===== config.mk =====
export PLATFORM = sky130hd
export DESIGN_NAME = lsu_ctrl
export DESIGN_NICKNAME = d
export VERILOG_FILES = /design/src/rtl/lsu_ctrl.sv
export SDC_FILE = /design/constraint.sdc
export NUM_CORES = 1
export LEC_CHECK = 0
export CAP_MARGIN = 20
export CORE_MARGIN = 1.5
export CORE_UTILIZATION = 45
export CTS_CLUSTER_DIAMETER = 30
export DETAILED_ROUTE_END_ITERATION = 10
export PLACE_DENSITY = 0.87
export SLEW_MARGIN = 0
export SYNTH_ARGS = -nofsm -noshare
export SYNTH_HDL_FRONTEND = slang
export SYNTH_SLANG_ARGS = --single-unit

===== constraint.sdc =====
create_clock -name clk -period 2.6 [get_ports clk]
set_input_delay 0.26 -clock clk [delete_from_list [all_inputs] [get_ports clk]]
set_output_delay 0.26 -clock clk [all_outputs]
set_load 0.01 [all_outputs]

===== src/rtl/lsu_ctrl.sv =====
// Load/store unit between the ALU and data memory: one outstanding req/gnt/rvalid
// access, store byte-lane steering, load extension, and a core stall while busy.
module lsu_ctrl #(
    parameter int WIDTH   = 32,
    parameter int TIMEOUT = 255
) (
    input  logic             clk,
    input  logic             rst_n,
    input  logic             req_valid,
    input  logic             req_write,
    input  logic [2:0]       funct3,
    input  logic [WIDTH-1:0] addr,
    input  logic [WIDTH-1:0] wdata,
    output logic             stall,
    output logic             done,
    output logic [WIDTH-1:0] rdata_out,
    output logic             fault,
    output logic             mem_req,
    output logic             mem_we,
    output logic [WIDTH-1:0] mem_addr,
    output logic [3:0]       mem_be,
    output logic [WIDTH-1:0] mem_wdata,
    input  logic             mem_gnt,
    input  logic             mem_rvalid,
    input  logic [WIDTH-1:0] mem_rdata
);

    typedef enum logic [1:0] {
        IDLE = 2'd0,
        REQ  = 2'd1,
        WAIT = 2'd2,
        DONE = 2'd3
    } state_t;

    localparam logic [15:0] TO_LAST = 16'(TIMEOUT - 1);

    function automatic logic is_legal(input logic wr, input logic [2:0] f3, input logic [1:0] off);
        logic ok;
        ok = 1'b0;
        case (f3)
            3'b000:  ok = 1'b1;
            3'b001:  ok = ~off[0];
            3'b010:  ok = (off == 2'b00);
            3'b100:  ok = ~wr;
            3'b101:  ok = ~wr & ~off[0];
            default: ok = 1'b0;
        endcase
        return ok;
    endfunction

    function automatic logic [3:0] steer_be(input logic [2:0] f3, input logic [1:0] off);
        logic [3:0] be;
        be = 4'b1111;
        case (f3[1:0])
            2'b00:   be = 4'b0001 << off;
            2'b01:   be = off[1] ? 4'b1100 : 4'b0011;
            default: be = 4'b1111;
        endcase
        return be;
    endfunction

    function automatic logic [WIDTH-1:0] steer_wdata(input logic [2:0] f3, input logic [WIDTH-1:0] w);
        logic [WIDTH-1:0] d;
        d = w;
        case (f3[1:0])
            2'b00:   d = {4{w[7:0]}};
            2'b01:   d = {2{w[15:0]}};
            default: d = w;
        endcase
        return d;
    endfunction

    function automatic logic [WIDTH-1:0] extract(input logic [2:0] f3, input logic [1:0] off,
                                                 input logic [WIDTH-1:0] word);
        logic [7:0]       b;
        logic [15:0]      h;
        logic [WIDTH-1:0] r;
        b = 8'h00;
        case (off)
            2'd0:    b = word[7:0];
            2'd1:    b = word[15:8];
            2'd2:    b = word[23:16];
            2'd3:    b = word[31:24];
            default: b = word[7:0];
        endcase
        h = off[1] ? word[31:16] : word[15:0];
        r = word;
        case (f3)
            3'b000:  r = {{24{b[7]}}, b};
            3'b001:  r = {{16{h[15]}}, h};
            3'b100:  r = {24'h000000, b};
            3'b101:  r = {16'h0000, h};
            default: r = word;
        endcase
        return r;
    endfunction

    state_t           state_r;
    state_t           next_state_s;
    logic             legal_s;
    logic             fault_set_s;
    logic             capture_s;
    logic             latch_s;
    logic             wr_r;
    logic [2:0]       f3_r;
    logic [1:0]       off_r;
    logic [15:0]      cnt_r;
    logic             done_r;
    logic             fault_r;
    logic             mem_req_r;
    logic             mem_we_r;
    logic [WIDTH-1:0] mem_addr_r;
    logic [3:0]       mem_be_r;
    logic [WIDTH-1:0] mem_wdata_r;
    logic [WIDTH-1:0] rdata_r;

    assign legal_s = is_legal(req_write, funct3, addr[1:0]);

    // Next-state decode; illegal or misaligned requests skip memory and fault directly.
    always_comb begin
        next_state_s = state_r;
        fault_set_s  = 1'b0;
        capture_s    = 1'b0;
        latch_s      = 1'b0;
        case (state_r)
            IDLE: begin
                if (req_valid) begin
                    if (legal_s) begin
                        next_state_s = REQ;
                        latch_s      = 1'b1;
                    end else begin
                        next_state_s = DONE;
                        fault_set_s  = 1'b1;
                    end
                end else begin
                    next_state_s = IDLE;
                end
            end
            REQ: begin
                if (mem_gnt) begin
                    if (wr_r) begin
                        next_state_s = DONE;
                    end else if (mem_rvalid) begin
                        capture_s    = 1'b1;
                        next_state_s = DONE;
                    end else begin
                        next_state_s = WAIT;
                    end
                end else begin
                    next_state_s = REQ;
                end
            end
            WAIT: begin
                if (mem_rvalid) begin
                    capture_s    = 1'b1;
                    next_state_s = DONE;
                end else if (cnt_r >= TO_LAST) begin
                    fault_set_s  = 1'b1;
                    next_state_s = DONE;
                end else begin
                    next_state_s = WAIT;
                end
            end
            DONE:    next_state_s = IDLE;
            default: next_state_s = IDLE;
        endcase
    end

    // State, request latches, memory-side outputs and load result registers.
    always_ff @(posedge clk or negedge rst_n) begin
        if (!rst_n) begin
            state_r     <= IDLE;
            wr_r        <= 1'b0;
            f3_r        <= 3'b000;
            off_r       <= 2'b00;
            cnt_r       <= 16'd0;
            done_r      <= 1'b0;
            fault_r     <= 1'b0;
            mem_req_r   <= 1'b0;
            mem_we_r    <= 1'b0;
            mem_addr_r  <= '0;
            mem_be_r    <= 4'b0000;
            mem_wdata_r <= '0;
            rdata_r     <= '0;
        end else begin
            state_r   <= next_state_s;
            done_r    <= (next_state_s == DONE);
            fault_r   <= fault_set_s;
            mem_req_r <= (next_state_s == REQ);
            cnt_r     <= (state_r == WAIT && next_state_s == WAIT) ? cnt_r + 16'd1 : 16'd0;
            if (state_r == IDLE && req_valid) begin
                wr_r  <= req_write;
                f3_r  <= funct3;
                off_r <= addr[1:0];
            end
            if (latch_s) begin
                mem_we_r    <= req_write;
                mem_addr_r  <= {addr[WIDTH-1:2], 2'b00};
                mem_be_r    <= req_write ? steer_be(funct3, addr[1:0]) : 4'b1111;
                mem_wdata_r <= req_write ? steer_wdata(funct3, wdata) : '0;
            end
            if (capture_s) begin
                rdata_r <= extract(f3_r, off_r, mem_rdata);
            end
        end
    end

    // Core advances in the DONE cycle, so the stall drops there.
    assign stall     = req_valid & (state_r != DONE);
    assign done      = done_r;
    assign fault     = fault_r;
    assign rdata_out = rdata_r;
    assign mem_req   = mem_req_r;
    assign mem_we    = mem_we_r;
    assign mem_addr  = mem_addr_r;
    assign mem_be    = mem_be_r;
    assign mem_wdata = mem_wdata_r;

endmodule


==> impl_metrics.json <==
{
  "grt_max_degree": 64,
  "pwr-share-comb": 0.405,
  "ant_nets": 0,
  "grt_pass1_vias": 5112,
  "setup.worst_path.end": "rdata_out[9]",
  "synth_area_mm2": 0.00566,
  "track_usage": 0.256,
  "p_sw_frac": 0.333,
  "synth-seq-cells": 126,
  "finalNonFillerCells": 933,
  "num_antenna_cells": 0,
  "power_frac_seq": 0.349,
  "syn_inst": 533,
  "cp.required_ns": 2.94,
  "crit_arrival_ns": 2.39,
  "fin_skew_ns": 0.00625,
  "ys_top_cells_by_area": "dfrtp_1, mux2_2, nand2_1",
  "die_w_um": 115,
  "status": "finished clean",
  "synth-main-ff-cell": "dfrtp_1",
  "ff2ff_path_depth": 6,
  "r2r_slack_ns": 0.55,
  "path_class": "reg2reg",
  "report.final.slew_viol_count": 0,
  "wl_per_cell_um": 18.1,
  "cts_sinks": 126,
  "gr-total-overflow": 0,
  "core_area_mm2": 0.0122,
  "vdd_drop_max_v": 0.000512,
  "rsz0062_at_grt": "no",
  "crit_fanout": 6,
  "via_per_inst": 5.50,
  "power.density_mw_per_mm2": 1110,
  "gp_congestion": 0.905,
  "fin_tns_setup_ns": 0,
  "clockBufferDepth": 2,
  "syn_to_final_growth_pct": 51.5,
  "yosysTopAreaCell": "dfrtp_1",
  "cts_setup_buffers": 0,
  "start_util": 0.466,
  "clockRootBuffer": "clkbuf_16",
  "synth_most_common_cell": "dfrtp_1",
  "leakagePower_nw": 3.74,
  "worst_r2r_endpoint": "rdata_out[9]",
  "layout.nets": 863,
  "place_inst": 900,
  "synth_area_per_cell_um2": 10.6,
  "startpoint": "state_r[1]",
  "vias": 5128,
  "synthDistinctLibCells": 49,
  "p_int_mw": 6.35,
  "finalCritPeriodShare": 0.789,
  "finalSetupViolations": 0,
  "start_kind": "flip-flop",
  "synthArstFlopShare": 1.00,
  "ys_warn_count": 0,
  "initialDrtViolationCount": 586,
  "drc": 0,
  "cts-resized-gates": 0,
  "io_pins": 210,
  "min_period_ns": 2.05,
  "ys_top_cells_by_count": "dfrtp_1, nand2_1, o21ai_0, nand3_1, nor2_1",
  "synth_edf_count": 0,
  "cap_violations": 0,
  "clkPwrFrac": 0.246,
  "design.die.area_mm2": 0.0133,
  "htreeDepth": 4,
  "drive_gt1_frac": 0.111,
  "tightest_slew_ns": 0.873,
  "worst_skew_pair.late_latency_ns": 0.41,
  "slew_headroom": 0.416,
  "yosysTopAreaCellShare": 0.557,
  "portBuffers": 207,
  "synth_seq_area_share": 0.557,
  "clk_pin_slew_ns": 0.06,
  "final_util": 0.706,
  "antenna_found_initial": 0,
  "dp_hpwl_um": 12000,
  "reg2reg_from": "state_r[1]",
  "hp-class": "in2async",
  "die_h_um": 115,
  "num_rows": 40,
  "cts_buffers": 17,
  "cts_tree": "built",
  "cp-end-kind": "flip-flop",
  "max_freq_mhz": 487,
  "routed_wl_um": 16900,
  "drt_first_pass_iters": 5,
  "switching_power_mw": 3.16,
  "grt_pass1_wl_um": 26000,
  "hold_viol_final": 0
}
[kinds of logic after synthesis]
kind of cell	synth area share
other	0.000662
flip-flops	0.557
multiplexers	0.112
XOR/XNOR	0.0108
AO/OA/AOI/OAI	0.118
buffers and inverters	0.0327
adder cells (fa/ha/maj)	0.0133
AND/OR/NAND/NOR	0.155
[flip-flops by register name (all words and copies together) (netlist names), 2 cells and up]
register   cells
mem_be         4
mem_wdata     32
state_r        2
f3_r           3
rdata_out     32
mem_addr      30
cnt_r         16
off_r          2
[through the flow]
stage	cell area [µm²]	setup slack (ns)	total power [mW]	hold slack (ns)
after CTS	8580	0.573	9.57	0.434
after global placement	7990	0.482	7.00	0.313
after detailed placement	7990	0.418	7.15	0.316
after floorplan	5690	0.755	4.95	-0.0356
after global routing	8580	0.373	10.0	0.448
final	8580	0.548	9.52	0.435
[worst max-delay path: stages, from the launching register on]
cell      delay, ns
dfrtp_1        0.39
inv_1          0.09
ha_1           0.23
and3b_1        0.20
o211ai_1       0.16
nor3_1         0.64
a221o_1        0.27
[layer usage]
layer / vias up / share of wire / global-route usage
met3: 31 / 0.081 / 0.0749
met1: 2514 / 0.39 / 0.306
met2: 270 / 0.51 / 0.438
met4: 0 / 0.020 / 0.0963
li1: 2313 / - / -
met5: - / 0 / 0
[how the worst min path moves through the flow]
| stage | from | end | slack [ns] | cells past startpoint |
|---|---|---|---|---|
| floorplan | rst_n | cnt_r[0] | -0.04 | 0 |
| global placement | rst_n | rdata_out[0] | 0.31 | 1 |
| detailed placement | rst_n | rdata_out[0] | 0.32 | 1 |
| CTS | rst_n | rdata_out[0] | 0.43 | 2 |
| global route | addr[25] | mem_addr[25] | 0.45 | 2 |
| finish | rst_n | rdata_out[0] | 0.44 | 2 |
[power by group through the flow]
stage               clock, mW  combinational, mW  sequential (mW)
detailed placement          0               3.82             3.33
finish                   2.34               3.85             3.32
floorplan                   0               1.41             3.55
global placement            0               3.70             3.30
CTS                      2.37               3.87             3.32
global route             2.48               4.14             3.42
[timing repair]
item,CTS,global route
endpoints found under the setup margin,0,0
hold buffers,1,0
endpoints found under the hold margin,46,0
[final cells by class]
cell class | count | area, µm²
Clock inverter | 15 | 161
Fill cell | 861 | 3580
Inverter | 9 | 33.8
Sequential cell | 126 | 3150
Clock buffer | 17 | 425
Timing Repair Buffer | 225 | 2230
Multi-Input combinational cell | 373 | 2370
Tap cell | 168 | 210
[placed cells by master (no fill, tap or decap), drive strengths merged, types with 2 or more instances in the layout]
master	n
nand4	3
a211oi	3
nand3	37
bufinv	2
a21oi	12
nand2b	3
a221o	6
ha	6
buf	18
or4	2
nor2b	9
clkbuf	17
or3	9
clkinv	5
inv	13
clkinvlp	4
nor3b	4
clkdlybuf4s50	206
o21bai	2
and3	8
conb	9
nand2	72
dfrtp	126
mux2i	24
a31oi	8
a22o	9
o21ai	53
mux2	33
nor3	3
xor2	6
a2bb2oi	3
nor2	34
Note: power is estimated with default switching activity, not from simulation.
